[src/rtl/hilo_muldiv_sequencer.sv]
// HI/LO owner for the MIPS EX stage: sequences a shift-add multiplier and a
// restoring divider. Each takes WIDTH iterations plus one sign-fixup cycle.
module hilo_muldiv_sequencer #(
  parameter int unsigned WIDTH = 32,
  parameter int unsigned CNT_W = 6
) (
  input  logic             i_clk,
  input  logic             i_rst,
  input  logic             i_start,
  input  logic [1:0]       i_op,
  input  logic [WIDTH-1:0] i_a,
  input  logic [WIDTH-1:0] i_b,
  input  logic             i_abort,
  input  logic             i_read_hilo,
  output logic [WIDTH-1:0] o_hi,
  output logic [WIDTH-1:0] o_lo,
  output logic             o_busy,
  output logic             o_stall,
  output logic             o_done,
  output logic             o_div_by_zero
);

  localparam int unsigned      PW       = 2 * WIDTH;
  localparam logic [CNT_W-1:0] CNT_LAST = CNT_W'(WIDTH - 1);

  typedef enum logic [1:0] {S_IDLE, S_RUN, S_FIXUP} state_t;

  state_t             r_state;
  state_t             w_state_nxt;
  logic [CNT_W-1:0]   r_cnt;
  logic [WIDTH-1:0]   r_m;
  logic [WIDTH-1:0]   r_acc;
  logic [WIDTH-1:0]   r_q;
  logic               r_sign_a;
  logic               r_sign_b;
  logic [1:0]         r_op;
  logic [WIDTH-1:0]   r_hi;
  logic [WIDTH-1:0]   r_lo;
  logic               r_busy;
  logic               r_done;
  logic               r_dbz;

  logic               w_load;
  logic               w_step;
  logic               w_fix;
  logic               w_done_nxt;
  logic               w_dbz_nxt;

  logic               w_signed_in;
  logic               w_div_zero;
  logic [WIDTH-1:0]   w_a_mag;
  logic [WIDTH-1:0]   w_b_mag;
  logic [WIDTH:0]     w_mul_sum;
  logic [WIDTH:0]     w_div_shift;
  logic [WIDTH:0]     w_div_diff;
  logic               w_div_ok;
  logic               w_r_signed;
  logic               w_sign_diff;
  logic [PW-1:0]      w_prod;
  logic [PW-1:0]      w_prod_fix;
  logic [WIDTH-1:0]   w_fix_hi;
  logic [WIDTH-1:0]   w_fix_lo;

  // Issue-side operand conditioning: MULT and DIV (op[0]==0) are signed.
  assign w_signed_in = ~i_op[0];
  assign w_div_zero  = i_op[1] & (i_b == '0);
  assign w_a_mag     = (w_signed_in && i_a[WIDTH-1]) ? (~i_a + WIDTH'(1)) : i_a;
  assign w_b_mag     = (w_signed_in && i_b[WIDTH-1]) ? (~i_b + WIDTH'(1)) : i_b;

  // One iteration: {acc,q} is the product register for multiply and
  // {remainder,dividend/quotient} for divide.
  assign w_mul_sum   = {1'b0, r_acc} + (r_q[0] ? {1'b0, r_m} : {(WIDTH+1){1'b0}});
  assign w_div_shift = {r_acc, r_q[WIDTH-1]};
  assign w_div_diff  = w_div_shift - {1'b0, r_m};
  assign w_div_ok    = ~w_div_diff[WIDTH];

  assign w_r_signed  = ~r_op[0];
  assign w_sign_diff = r_sign_a ^ r_sign_b;
  assign w_prod      = {r_acc, r_q};

  always_comb begin
    w_prod_fix = w_prod;
    w_fix_hi   = w_prod[PW-1:WIDTH];
    w_fix_lo   = w_prod[WIDTH-1:0];
    if (w_r_signed && w_sign_diff) begin
      w_prod_fix = ~w_prod + PW'(1);
    end
    if (r_op[1]) begin
      w_fix_lo = (w_r_signed && w_sign_diff) ? (~r_q + WIDTH'(1)) : r_q;
      w_fix_hi = (w_r_signed && r_sign_a) ? (~r_acc + WIDTH'(1)) : r_acc;
    end else begin
      w_fix_hi = w_prod_fix[PW-1:WIDTH];
      w_fix_lo = w_prod_fix[WIDTH-1:0];
    end
  end

  always_ff @(posedge i_clk or posedge i_rst) begin
    if (i_rst) r_state <= S_IDLE;
    else       r_state <= w_state_nxt;
  end

  always_comb begin
    w_state_nxt = r_state;
    case (r_state)
      S_IDLE:  if (i_start && !i_abort && !w_div_zero) w_state_nxt = S_RUN;
      S_RUN:   if (i_abort)                            w_state_nxt = S_IDLE;
               else if (r_cnt == CNT_LAST)             w_state_nxt = S_FIXUP;
      S_FIXUP: w_state_nxt = S_IDLE;
      default: w_state_nxt = S_IDLE;
    endcase
  end

  always_comb begin
    w_load     = 1'b0;
    w_step     = 1'b0;
    w_fix      = 1'b0;
    w_done_nxt = 1'b0;
    w_dbz_nxt  = 1'b0;
    case (r_state)
      S_IDLE: begin
        if (i_start && !i_abort) begin
          if (w_div_zero) begin
            w_done_nxt = 1'b1;
            w_dbz_nxt  = 1'b1;
          end else begin
            w_load = 1'b1;
          end
        end
      end
      S_RUN:   w_step = ~i_abort;
      S_FIXUP: begin
        w_fix      = ~i_abort;
        w_done_nxt = ~i_abort;
      end
      default: ;
    endcase
  end

  always_ff @(posedge i_clk or posedge i_rst) begin
    if (i_rst) begin
      r_cnt    <= '0;
      r_m      <= '0;
      r_acc    <= '0;
      r_q      <= '0;
      r_sign_a <= 1'b0;
      r_sign_b <= 1'b0;
      r_op     <= '0;
      r_hi     <= '0;
      r_lo     <= '0;
      r_busy   <= 1'b0;
      r_done   <= 1'b0;
      r_dbz    <= 1'b0;
    end else begin
      r_busy <= (w_state_nxt != S_IDLE);
      r_done <= w_done_nxt;
      r_dbz  <= w_dbz_nxt;
      if (w_load) begin
        r_cnt    <= '0;
        r_acc    <= '0;
        r_m      <= i_op[1] ? w_b_mag : w_a_mag;
        r_q      <= i_op[1] ? w_a_mag : w_b_mag;
        r_sign_a <= i_a[WIDTH-1];
        r_sign_b <= i_b[WIDTH-1];
        r_op     <= i_op;
      end else if (w_step) begin
        r_cnt <= r_cnt + CNT_W'(1);
        if (r_op[1]) begin
          r_acc <= w_div_ok ? w_div_diff[WIDTH-1:0] : w_div_shift[WIDTH-1:0];
          r_q   <= {r_q[WIDTH-2:0], w_div_ok};
        end else begin
          r_acc <= w_mul_sum[WIDTH:1];
          r_q   <= {w_mul_sum[0], r_q[WIDTH-1:1]};
        end
      end
      if (w_fix) begin
        r_hi <= w_fix_hi;
        r_lo <= w_fix_lo;
      end
    end
  end

  assign o_hi          = r_hi;
  assign o_lo          = r_lo;
  assign o_busy        = r_busy;
  assign o_done        = r_done;
  assign o_div_by_zero = r_dbz;
  assign o_stall       = r_busy & (i_start | i_read_hilo);

endmodule

[config.mk]
export PLATFORM = sky130hd
export DESIGN_NAME = hilo_muldiv_sequencer
export DESIGN_NICKNAME = d
export VERILOG_FILES = /design/src/rtl/hilo_muldiv_sequencer.sv
export SDC_FILE = /design/constraint.sdc
export NUM_CORES = 1
export LEC_CHECK = 0
export ABC_AREA = 1
export CELL_PAD_IN_SITES_DETAIL_PLACEMENT = 1
export CELL_PAD_IN_SITES_GLOBAL_PLACEMENT = 1
export CORE_UTILIZATION = 34
export DETAILED_ROUTE_END_ITERATION = 7
export GPL_TIMING_DRIVEN = 1
export MAX_ROUTING_LAYER = met4
export PLACE_DENSITY_LB_ADDON = 0.08
export SYNTH_ARGS = -nofsm -noshare
export SYNTH_HDL_FRONTEND = slang
export SYNTH_SLANG_ARGS = --single-unit
[constraint.sdc]
create_clock -name i_clk -period 14.3 [get_ports i_clk]
set_clock_uncertainty 0.1 [all_clocks]
set_input_delay 2.145 -clock i_clk [delete_from_list [all_inputs] [get_ports i_clk]]
set_output_delay 2.145 -clock i_clk [all_outputs]
set_load 0.005 [all_outputs]
==> impl_results.md <==
- Post-route DRC: 0
- Relative slew slack: 24.8%
- Congestion Overflow GR: 0
- Final setup fails: 0
- Leakage: 0.0105 uW
- Max H-tree Level: 4
- Status: completed
- Die area: 53700 sq um
- Maxcap violations: 0
- Endpoint type of the worst setup path: primary output
- Top post-synthesis cells by area: dfrtp_1 (24%), nand2_1 (22%), inv_1 (8.8%)
- Cts repair resizes: 0
- Min-delay src: o_hi[4]
- Layout area overhead: 14.4%
- Worst VDD drop: 0.000146 V
- DR pass1 iterations: 5
- Clk slew on worst S/H paths: 0.07 ns
- Final ANT Viol Nets: 0
- Mapped Cells: 3042
- Post-Syn Nets: 3184
- Fin nets: 3265
- Final hold violations: 0
- Die Ht: 232 microns
- Root Buffer: clkbuf_16
- PD cells: 184 nW/um^2
- Hold path depth: 2
- Crit start category: input port
- TritonCTS clock tree: done
- Clock latency on the worst-skew pair: 0.51 ns
- First-pass GRT wire length: 126 mm
- Initial antenna violation count: 2
- Initial Util: 34.7%
- Worst R2R End: r_acc[29]
- Reg2reg start: r_q[0]
- Fillcell total: 7013
- Critical path class: in -> out
- Num Clock Sinks: 175
- Hold Crit Class: reg -> reg
- Reg2Reg Setup Slack: 10.59 ns
- Maximum clock frequency: 0.180 GHz
- DR WL/cell: 22.1 microns
- Final Cell Area: 20500 sq um
- Minimum period implied by the final worst setup slack: 5.54 ns
- Vias in the first global route: 20.6k
- Most common cell in the netlist: nand2_1
- IO Pins: 139
- HPWL after DPL: 68.4 mm
- Overall Global Routing Usage: 32.6%
- Tightest Pin Transition: 1.13 ns
- Yosys warning total: 0
- CORE AREA: 51700 sq um
- Layout cells sized above 1: 4.53%
- Reg area: 4380 sq um
- Via Count: 20.3k
- Num CTS Buffers: 17
- Routability cong.: 0.971
- Post-synthesis sequential area ratio: 24.4%
- Worst hold slack: 0.379 ns
- CP required: 12.06 ns
- Ant diodes: 0
- Post-synth top cells: nand2_1 (1058), inv_1 (423), nor2_1 (318)
- Multi-input logic area: 11500 sq um
- Vias/cell: 5.32
- Main flop type after synthesis: dfrtp_1
- Distinct cells, synth: 52
- Area leader, netlist: dfrtp_1
- Yosys reg bits: 175
- Maximum fanout along the worst path: 3
- Post-Place Cell Area: 19900 sq um
- Die W: 232 microns
- WL final: 84.4 mm
- Worst Path Arrival: 3.30 ns
- Iter 0 DRT Violations: 1399
- Core Rows: 83
- Top-area cell type share of the netlist area: 24.4%
- Hold EP: o_hi[4]
- Asr flop ratio synth: 100%
- RSZ-0062 raised after global routing: no
- Post-synth EDFFs: 0
- Largest net degree at the start of global routing: 96
- Synth Area per Inst: 5.90 sq um
- Post-Syn Area: 17900 sq um
- IO buf count: 138
- Slew Limit Fails: 0
- # Post-CTS Setup Buffers: 0
- Max clock buf depth: 2
- Worst r2r path cells: 17
- Setup TNS: 0 ns
- Tcrit/Tclk final: 38.8%
- Hold Buf Count CTS: 0
-- state kept, by name, summed over array words and instances, names as in the netlist, 2 cells and up --
name	cells
o_lo	32
r_op	2
r_state	2
r_m	32
r_cnt	6
r_q	32
r_acc	32
o_hi	32
-- logic make-up after synthesis --
| group | after synthesis | synth area share, % |
|---|---|---|
| flip-flops | 175 | 24.4 |
| adder cells (fa/ha/maj) | 71 | 5.03 |
| XOR/XNOR | 100 | 4.88 |
| AO/OA/AOI/OAI | 365 | 11.6 |
| AND/OR/NAND/NOR | 1792 | 42.3 |
| buffers and inverters | 539 | 11.8 |
-- where the power goes --
part / internal, uW / leakage, uW / switching, uW
Clock: 271 / 0.000309 / 261
Sequential: 590 / 0.00227 / 303
Combinational: 726 / 0.00795 / 1630
Total: 1590 / 0.0105 / 2200
-- area by class of cell --
cell class,instances,area share [%]
clock buffer,18,2.09
clock inverter,14,1.04
timing repair buffer,153,7.28
multi-input combinational,2328,55.9
sequential,175,21.3
tap,680,4.14
inverter,448,8.22
-- layer usage --
layer  up-vias  share of wire, %  track usage, %  wire length, microns
met5         -                 0               -                     0
met4         0               3.5            11.9                  2970
met3       114               4.7            4.75                  4000
met2       521                46            51.3                 38800
met1      9901                46            42.2                 38700
li1       9783                 -               -                     -
-- worst max-delay path, cell delays in order --
cell             delay (ns)
clkdlybuf4s50_1        0.51
o21a_1                 0.14
clkdlybuf4s50_1        0.50
-- worst max path at each step --
stage	depth (start not counted)	start	slack, ns	to
final	3	i_start	8.76	o_stall
after global placement	14	i_b[0]	8.76	r_q[20]
after floorplan	1	i_rst	7.31	o_busy
after CTS	3	i_start	8.76	o_stall
after detailed placement	14	i_b[0]	8.62	r_q[27]
after global routing	3	i_start	8.72	o_stall
-- per-stage QoR --
stage | worst slack [ns] | power [uW] | utilization (%) | std cells
finish | 8.76 | 3780 | 39.7 | 3816
global placement | 8.76 | 3180 | 38.5 | 3784
global route | 8.72 | 4080 | 39.7 | 3816
detailed placement | 8.62 | 3230 | 38.5 | 3784
CTS | 8.76 | 3780 | 39.7 | 3816
floorplan | 7.31 | 2420 | - | 3042
-- cells in the final DEF, fill, tap and decap left out, types with 3 or more instances in the layout --
cell type	Yosys	layout
ha_1	69	69
nor3_1	35	35
nand4_1	36	36
a31oi_1	13	13
clkinv_1	5	5
nor2_2	13	14
o21ai_0	157	157
o21ai_1	18	18
nand3_2	16	16
nor3_2	5	3
xor2_1	87	87
o22ai_1	4	4
nand3b_1	16	16
o21bai_1	9	9
buf_4	0	15
clkdlybuf4s50_1	0	138
nor4_1	3	3
clkbuf_16	0	17
nand2_4	8	8
xnor2_1	13	13
o211ai_1	39	39
nand3_1	253	252
nor2_1	318	317
nand2_2	9	9
inv_8	0	5
a21oi_1	92	92
or2_2	10	10
nand2_1	1058	1058
inv_1	423	421
clkinv_8	0	4
o31ai_1	5	5
a22oi_1	10	10
o221ai_1	9	9
dfrtp_1	175	174
inv_2	20	20
nor2_4	5	5
(Power assumes the default switching activity.)
